`src/rtl/player_move_ctrl_if.sv`:
```
// rtl/player_move_ctrl_if.sv - bus bundle between input/wall memory side and player_move_ctrl
//
// Purpose: groups the direction pulses, wall memory read port and the
// player status outputs of player_move_ctrl.
// Signals:
//   btn_pulse    [3:0]  one-cycle direction pulses {up, down, left, right}
//   wall_addr    [7:0]  wall memory address of the current cell
//   wall_data    [3:0]  wall mask of addressed cell {up, down, left, right}, 1 = wall
//   player_x     [3:0]  current column
//   player_y     [3:0]  current row
//   busy                move request in progress
//   bump                one-cycle pulse on rejected move
//   goal_reached        sticky goal flag
//   move_count   [15:0] four BCD digits of accepted moves
// Modports: master = input handler / wall memory side, slave = player_move_ctrl.

interface player_move_ctrl_if;
  logic [3:0]  btn_pulse;
  logic [7:0]  wall_addr;
  logic [3:0]  wall_data;
  logic [3:0]  player_x;
  logic [3:0]  player_y;
  logic        busy;
  logic        bump;
  logic        goal_reached;
  logic [15:0] move_count;

  modport master (
    output btn_pulse,
    output wall_data,
    input  wall_addr,
    input  player_x,
    input  player_y,
    input  busy,
    input  bump,
    input  goal_reached,
    input  move_count
  );

  modport slave (
    input  btn_pulse,
    input  wall_data,
    output wall_addr,
    output player_x,
    output player_y,
    output busy,
    output bump,
    output goal_reached,
    output move_count
  );
endinterface

```
`src/rtl/player_move_ctrl.sv`:
```
// rtl/player_move_ctrl.sv - turns direction pulses into wall/bounds-checked maze moves
//
// Purpose: latches one direction per request, reads the current cell's wall
// mask (1-cycle synchronous memory), rejects moves blocked by walls or the grid
// edge, updates the registered position, flags goal arrival and keeps a
// saturating BCD move count.
// Ports:
//   clk    system clock
//   reset  synchronous, active-high
//   bus    player_move_ctrl_if.slave (btn_pulse, wall_data in; wall_addr,
//          player_x, player_y, busy, bump, goal_reached, move_count out)
// Configuration macro: MOVE_COUNTER_EN - when defined the BCD move counter is
// built; when undefined move_count is tied to 16'h0000.

module player_move_ctrl #(
  parameter int GRID_W  = 16,
  parameter int GRID_H  = 12,
  parameter int START_X = 0,
  parameter int START_Y = 0,
  parameter int GOAL_X  = 15,
  parameter int GOAL_Y  = 11
) (
  input logic          clk,
  input logic          reset,
  player_move_ctrl_if.slave bus
);

  localparam logic [3:0] X_MAX   = 4'(GRID_W - 1);
  localparam logic [3:0] Y_MAX   = 4'(GRID_H - 1);
  localparam logic [3:0] X_START = 4'(START_X);
  localparam logic [3:0] Y_START = 4'(START_Y);
  localparam logic [3:0] X_GOAL  = 4'(GOAL_X);
  localparam logic [3:0] Y_GOAL  = 4'(GOAL_Y);
  localparam logic [7:0] W_8     = 8'(GRID_W);
  localparam logic [7:0] ADDR0   = 8'(START_Y * GRID_W + START_X);

  // Direction is held one-hot in the same bit order as btn_pulse/wall_data,
  // so the wall test is a simple AND.
  localparam logic [3:0] DIR_UP    = 4'b1000;
  localparam logic [3:0] DIR_DOWN  = 4'b0100;
  localparam logic [3:0] DIR_LEFT  = 4'b0010;
  localparam logic [3:0] DIR_RIGHT = 4'b0001;

  typedef enum logic [1:0] {S_IDLE, S_READ, S_CHECK} state_t;

  state_t      r_state;
  logic [3:0]  r_dir;
  logic [3:0]  r_x;
  logic [3:0]  r_y;
  logic [7:0]  r_addr;
  logic        r_busy;
  logic        r_bump;
  logic        r_goal;

  logic [3:0]  w_sel_dir;
  logic [3:0]  w_new_x;
  logic [3:0]  w_new_y;
  logic [7:0]  w_new_addr;
  logic        w_oob;
  logic        w_blocked;
  logic        w_at_goal;

  // Fixed priority up > down > left > right; the rest of the pulse is dropped.
  always_comb begin
    w_sel_dir = 4'b0000;
    if (bus.btn_pulse[3])      w_sel_dir = DIR_UP;
    else if (bus.btn_pulse[2]) w_sel_dir = DIR_DOWN;
    else if (bus.btn_pulse[1]) w_sel_dir = DIR_LEFT;
    else if (bus.btn_pulse[0]) w_sel_dir = DIR_RIGHT;
  end

  // Grid edge wins over memory contents so bad wall data can never move the
  // player off the grid (and the +/-1 below never wraps).
  assign w_oob = (r_dir[3] && (r_y == 4'd0))  ||
                 (r_dir[2] && (r_y == Y_MAX)) ||
                 (r_dir[1] && (r_x == 4'd0))  ||
                 (r_dir[0] && (r_x == X_MAX));

  assign w_blocked = w_oob || (|(r_dir & bus.wall_data));

  always_comb begin
    w_new_x = r_x;
    w_new_y = r_y;
    if (r_dir[3])      w_new_y = r_y - 4'd1;
    else if (r_dir[2]) w_new_y = r_y + 4'd1;
    else if (r_dir[1]) w_new_x = r_x - 4'd1;
    else if (r_dir[0]) w_new_x = r_x + 4'd1;
  end

  assign w_new_addr = ({4'b0000, w_new_y} * W_8) + {4'b0000, w_new_x};
  assign w_at_goal  = (w_new_x == X_GOAL) && (w_new_y == Y_GOAL);

`ifdef MOVE_COUNTER_EN
  logic [15:0] r_count;

  // Four-digit BCD increment that holds at 9999.
  function automatic logic [15:0] bcd_inc(input logic [15:0] v);
    logic [15:0] res;
    logic        carry;
    res   = v;
    carry = 1'b1;
    if (v != 16'h9999) begin
      for (int i = 0; i < 4; i++) begin
        if (carry) begin
          if (res[i*4 +: 4] == 4'd9) begin
            res[i*4 +: 4] = 4'd0;
          end else begin
            res[i*4 +: 4] = res[i*4 +: 4] + 4'd1;
            carry         = 1'b0;
          end
        end
      end
    end
    return res;
  endfunction

  assign bus.move_count = r_count;
`else
  assign bus.move_count = 16'h0000;
`endif

  always_ff @(posedge clk) begin
    if (reset) begin
      r_state <= S_IDLE;
      r_dir   <= 4'b0000;
      r_x     <= X_START;
      r_y     <= Y_START;
      r_addr  <= ADDR0;
      r_busy  <= 1'b0;
      r_bump  <= 1'b0;
      r_goal  <= 1'b0;
`ifdef MOVE_COUNTER_EN
      r_count <= 16'h0000;
`endif
    end else begin
      r_bump <= 1'b0;
      case (r_state)
        S_IDLE: begin
          if (!r_goal && (bus.btn_pulse != 4'b0000)) begin
            r_dir   <= w_sel_dir;
            r_busy  <= 1'b1;
            r_state <= S_READ;
          end
        end
        // wall_addr has been stable since the last move; this cycle covers
        // the memory read latency so wall_data is valid in CHECK.
        S_READ: r_state <= S_CHECK;
        S_CHECK: begin
          r_state <= S_IDLE;
          r_busy  <= 1'b0;
          if (w_blocked) begin
            r_bump <= 1'b1;
          end else begin
            r_x    <= w_new_x;
            r_y    <= w_new_y;
            r_addr <= w_new_addr;
            if (w_at_goal) r_goal <= 1'b1;
`ifdef MOVE_COUNTER_EN
            r_count <= bcd_inc(r_count);
`endif
          end
        end
        default: r_state <= S_IDLE;
      endcase
    end
  end

  assign bus.wall_addr    = r_addr;
  assign bus.player_x     = r_x;
  assign bus.player_y     = r_y;
  assign bus.busy         = r_busy;
  assign bus.bump         = r_bump;
  assign bus.goal_reached = r_goal;

endmodule

```
`src/flat_wrapper.sv`:
```
// flat-port wrapper written by rule: the top's interface ports become plain ports
module player_move_ctrl_flat 
#(
  parameter int GRID_W  = 16,
  parameter int GRID_H  = 12,
  parameter int START_X = 0,
  parameter int START_Y = 0,
  parameter int GOAL_X  = 15,
  parameter int GOAL_Y  = 11
)
  (clk, reset, bus_btn_pulse, bus_wall_data, bus_wall_addr, bus_player_x, bus_player_y, bus_busy, bus_bump, bus_goal_reached, bus_move_count);
  player_move_ctrl_if bus_i ();
  input logic clk;
  input logic reset;
  input wire logic [$bits(bus_i.btn_pulse)-1:0] bus_btn_pulse;
  input wire logic [$bits(bus_i.wall_data)-1:0] bus_wall_data;
  output wire logic [$bits(bus_i.wall_addr)-1:0] bus_wall_addr;
  output wire logic [$bits(bus_i.player_x)-1:0] bus_player_x;
  output wire logic [$bits(bus_i.player_y)-1:0] bus_player_y;
  output wire logic [$bits(bus_i.busy)-1:0] bus_busy;
  output wire logic [$bits(bus_i.bump)-1:0] bus_bump;
  output wire logic [$bits(bus_i.goal_reached)-1:0] bus_goal_reached;
  output wire logic [$bits(bus_i.move_count)-1:0] bus_move_count;
  assign bus_i.btn_pulse = bus_btn_pulse;
  assign bus_i.wall_data = bus_wall_data;
  assign bus_wall_addr = bus_i.wall_addr;
  assign bus_player_x = bus_i.player_x;
  assign bus_player_y = bus_i.player_y;
  assign bus_busy = bus_i.busy;
  assign bus_bump = bus_i.bump;
  assign bus_goal_reached = bus_i.goal_reached;
  assign bus_move_count = bus_i.move_count;
  player_move_ctrl #(.GRID_W(GRID_W), .GRID_H(GRID_H), .START_X(START_X), .START_Y(START_Y), .GOAL_X(GOAL_X), .GOAL_Y(GOAL_Y)) u_core (.clk(clk), .reset(reset), .bus(bus_i));
endmodule
```
`config.mk`:
```
export PLATFORM = sky130hd
export DESIGN_NAME = player_move_ctrl_flat
export DESIGN_NICKNAME = d
export VERILOG_FILES = /design/src/rtl/player_move_ctrl_if.sv /design/src/rtl/player_move_ctrl.sv /design/src/flat_wrapper.sv
export SDC_FILE = /design/constraint.sdc
export NUM_CORES = 1
export LEC_CHECK = 0
export CORE_MARGIN = 3
export CORE_UTILIZATION = 40
export DETAILED_ROUTE_END_ITERATION = 12
export MAX_ROUTING_LAYER = met4
export PLACE_DENSITY = 0.83
export SYNTH_ARGS = -nofsm -noshare
export SYNTH_HDL_FRONTEND = slang
export SYNTH_SLANG_ARGS = --single-unit
```
`constraint.sdc`:
```
create_clock -name clk -period 2.2 [get_ports clk]
set_clock_uncertainty 0.05 [all_clocks]
set_input_delay 0.33 -clock clk [delete_from_list [all_inputs] [get_ports clk]]
set_output_delay 0.33 -clock clk [all_outputs]
set_load 0.01 [all_outputs]
```
# After elaboration in Yosys (flattened, before gate mapping)
# Cells that the tools add are included.
# W data, S select, Z words.
# totals
register_bits	25
latch_bits	0
mem_bits_rw	0
rom_bits	0
in_bits	10
output_inout_bits	35
elab_cells	60
n_memories	0
# classes
addsub	5
n_mul	0
div_mod_pow	0
order_cmp	0
n_eq_ne	7
n_shift	0
muxes	15
bitwise_logic	3
n_reduce_logical	22
# ops
cell	count
$mux W4	9
$eq A4 B4 Y1 const B	4
$add A4 B1 Y4 const B	2
$add A8 B4 Y8	1
$logic_not A4 Y1	2
$sub A4 B1 Y4 const B	2
$logic_and A1 B1 Y1	6
$reduce_and A2 Y1	3
$and A4 B4 Y4	1
$logic_or A1 B1 Y1	4
$pmux W2 S2	1
$reduce_bool A4 Y1	1
$reduce_or A4 Y1	1
$mux W1	3
$reduce_and A3 Y1	1
$eq A2 B1 Y1 const B	1
$eq A2 B2 Y1 const B	1
$logic_not A2 Y1	1
$mux W2	1
$ne A2 B1 Y1 const B	1
$not A1 Y1	2
$pmux W1 S2	1
$reduce_bool A2 Y1	1
$reduce_or A2 Y1	1
$logic_not A1 Y1	1

# Depth between registers and ports, before layout
# logic_depth
word_depth	8
ltp_mapped	8
ltp_nobuf	7

# Least setup slack after synthesis
# No wires, ideal clock.
# synth_path
kind	register to register
startpoint	register u_core.bus.wall_addr[4] (netlist name)
endpoint	register u_core.r_goal (netlist: u_core.bus.goal_reached)
setup_ps	96
t_arrival_ps	2010
required_ps	2054
setup_slack_ps	45
stages_incl_launch_ff	8
n_path_buf	0
synth_period_minus_slack_ps	2155
path_cell_list	dfxtp_1 inv_1 ha_1 nand4bb_1 o21ai_1 or3_1 or3_4 o41ai_2
# synth_lines
element	line_no	rtl
end signal: assignment	player_move_ctrl.sv:131	r_goal <= 1'b0;
end signal: assignment	player_move_ctrl.sv:157	if (w_at_goal) r_goal <= 1'b1;
end: declaration	player_move_ctrl.sv:53	logic r_goal;

==> run summary <==
The clock network burns 26.1% of the power. The slowest stage of the critical path is the or4_4 cell. Number of max-slew violations in the final report: 0. After filler insertion, the fill cell instance count of the layout stands at 277.

The final layout contains 197 nets. Dividing total power by cell area gives a power density of 434 nW/µm². The tools report the share of the core filled with cells in the final layout as 54.9%.

The clock root buffer is clkbuf_4. Net switching is 30.7% of the power. The number of antenna diodes in the final layout is 0. Once the floorplan was initialized, standard cells occupied 43.1% of the core. The most common library cell in the layout ignoring fill and taps is clkdlybuf4s50_1. The die height was 61.2 µm. Summed over all failing endpoints, the final setup total negative slack is 0 ns. The worst setup path is of the reg2reg kind. TritonCTS built the clock tree.

Of the synthesized area, sequential elements account for 27.9%. The tightest hold path in the finished design has a slack of 0.419 ns. In the final layout, the multi-input gates occupy 719 µm².

Yosys attributes the largest share of cell area to dfxtp_1 (28%), buf_4 (15%), ha_1 (6.2%), xnor2_1 (4.3%), a21oi_1 (4.1%). The aggregate global routing overflow is 0, and the initial antenna violation count is 0. The flow ran to the end, and the final reports show no timing, DRC or antenna violations. Leaving out fill and tap cells, the most frequent cells in the layout are clkdlybuf4s50_1 (28), conb_1 (16), buf_4 (16). In this run, CTS created clock tree buffers numbering 3. After synthesis, the share of flip-flops with an asynchronous set or reset is 0%. The logs give 0.467 mW for the internal power consumption and 23.9% for the combinational fraction of design power. The tools report the total number of clock tree sinks as 17. Registers take 349 µm².

The run gives 0 as the final count of hold timing violations. In this run the power spent charging and discharging nets is 0.207 mW. The synthesized design devotes to its leading area cell type 27.9% of total area.

The worst hold path class was reg2reg. The synthesized design contains 17 register bits. Among all flip-flop cells after synthesis, the most frequent one is dfxtp_1. The clock transition at the registers of the reported paths is 0.11 ns, and the average cell area after synthesis is 8.36 µm². The post-synthesis to final-layout area growth was 27.4%.

The mean number of vias per cell is 5.13, and the post-route clock period utilization is 96.5%. The total via count after detailed routing was 1,082. The count of port buffers added during placement is 28. The worst setup path is captured at a flip-flop. The run gives 0.797 as the final estimated routing congestion in global placement. The biggest fanout along the worst timing path is 5. The residual DRC count came out at 0. During synthesis, Yosys emitted a total of 0 warnings. The number of top-level design ports was 45. The number of cells produced by synthesis came out at 146. The tools report the standby leakage power as 0.610 nW. After synthesis the cells add up to 1220 µm². The HPWL after detailed placement is 2020 µm. The tools report the global-route wire length before repair as 4050 µm.

For the residual antenna-violating net count after detailed routing, the log shows 0. The die covers 3750 µm². The site row count is 19, and the maximum achievable frequency is 0.471 GHz. The run gives 0.674 mW as the total design power.

Data arrives at the worst endpoint at 2.28 ns. The floorplan step defined a core boundary enclosing 2830 µm². The largest single stage delay on the critical path is 0.52 ns. The maximum number of pins on one net before global-route repair is 18. Yosys mapped a number of flops with a built-in enable equal to 0. For the via count of the first global-routing pass, the log shows 929.

Instance count along the most critical hold path: 2. The signal on the critical path passes through inv_1, ha_4, nand2_1, mux2i_1, a22oi_1, or4_4, o41ai_2. At the later pin of the worst-skew pair, clock insertion delay measures 0.30 ns. The dominant cell type by area after synthesis was dfxtp_1.

Max-cap violations in this run came to 0. Dividing the detail-routed wire length by the instance count gives 12.8 µm. The setup violation total in the final timing report was 0. The level count of the clock H-tree is 1.

Counting distinct cell types in the post-synthesis netlist gives 38. Required time at the worst-slack endpoint: 2.36 ns. The logs give 20 for the number of DRC violations after detailed-routing iteration 0 and 2710 µm for the total length of routed wires.

No sink is reached through more buffers than the 2 on the longest clock path. The worst-case IR drop observed on VDD is 0.331 mV. The depth of the worst register-to-register path was 7; the layout cell share with drive strength beyond 1 was 16.7%. Before antenna repair, the detailed router went through 4 iterations. The die boundary width was 61.2 µm. The aggregate global-route resource usage was 15.0%. In this run, flip-flops and latches consume 50.0% of the power. STA classifies the critical path startpoint as a flip-flop. For the finished layout, the period the worst path requires is 2.12 ns.
## sequential cells by signal, summed over array words and instances (netlist names)
signal	count
u_core.bus.wall_addr	8
u_core.r_dir	4
u_core.r_state	2
u_core.bus.bump	1
u_core.bus.busy	1
u_core.bus.goal_reached	1
## what timing repair did
action	in CTS	in global routing
setup buffers	0	3
resized for setup	1	6
setup endpoints to repair	1	4
pin swaps	0	3
hold buffers	0	0
endpoints found under the hold margin	0	0
## worst paths after layout
path / startpoint / to / slack [ns]
setup / recovery: u_core.bus.wall_addr[5]$_SDFFE_PP0P_ / u_core.bus.goal_reached$_SDFFE_PP0P_ / 0.08
hold / removal: u_core.bus.busy$_SDFFE_PP0P_ / u_core.bus.busy$_SDFFE_PP0P_ / 0.42
setup reg to reg: u_core.bus.wall_addr[5]$_SDFFE_PP0P_ / u_core.bus.goal_reached$_SDFFE_PP0P_ / 0.08
hold reg to reg: u_core.bus.busy$_SDFFE_PP0P_ / u_core.bus.busy$_SDFFE_PP0P_ / 0.42
## power by group through the flow
stage          combinational (mW)  sequential (mW)  clock [mW]
2_1_floorplan               0.115            0.339           0
3_3_place_gp                0.150            0.345           0
3_5_place_dp                0.154            0.346           0
4_1_cts                     0.154            0.340       0.183
5_1_grt                     0.178            0.340       0.195
6_report                    0.161            0.337       0.176
## cells by family (layout without fill, tap and decap cells)
kind of cell	after synthesis	in the layout	synth area share, %
muxes	2	2	1.64
other	1	16	0.307
AOI/OAI and AO/OA	31	31	17.4
and+or+nand+nor	48	48	22.5
adders and majority gates	6	6	6.15
buffers and inverters	34	53	19.1
DFF	17	17	27.9
xor gates and xnor gates	7	7	5.03
## cell usage after synthesis (2+ instances only)
cell type and instances:
o21ai_0 9, a32oi_1 2, xnor2_1 6, nor3_1 3, nand2_1 8, buf_6 2
and3b_1 2, dfxtp_1 17, a21oi_1 10, clkbuf_1 3, ha_1 6, nor2_1 12
o21ai_1 2, nand2b_1 5, mux2i_1 2, nand4b_1 2, or3_1 5, nor4_1 3
buf_4 24, inv_1 5
## per-stage QoR
stage          setup WS [ns]  instance area (µm²)  cells
2_1_floorplan         0.0446                 1280    161
3_3_place_gp         -0.0913                 1480    204
3_5_place_dp          -0.147                 1480    204
4_1_cts               0.0138                 1510    208
5_1_grt              -0.0338                 1550    211
6_report              0.0777                 1550    211
## worst max-delay path, delay by kind of cell (launching register included)
family,cells,cell delay [ns]
multiplexers,1,0.19
flip-flops,1,0.38
buffers and inverters,1,0.09
AO/OA/AOI/OAI,2,0.46
adder cells (fa/ha/maj),1,0.28
AND/OR/NAND/NOR,2,0.56
## area by class of cell
cell class                 count  share of cell area (%)
multi-input combinational    110                    46.3
timing repair buffer          44                    25.8
sequential                    17                    22.5
tap                           31                    2.50
clock buffer                   3                    1.45
inverter                       5                    1.21
clock inverter                 1                   0.322
## layer usage
metal / up-vias / GRT usage [%] / part of all wire, % / wire (µm)
met5: - / - / 0 / 0
met4: 0 / 3.72 / 1.0 / 27
met3: 4 / 1.89 / 3.9 / 107
met2: 31 / 26.0 / 50 / 1360
met1: 502 / 18.4 / 45 / 1220
li1: 545 / - / - / -
No activity file was read; power rests on OpenSTA's default activity.
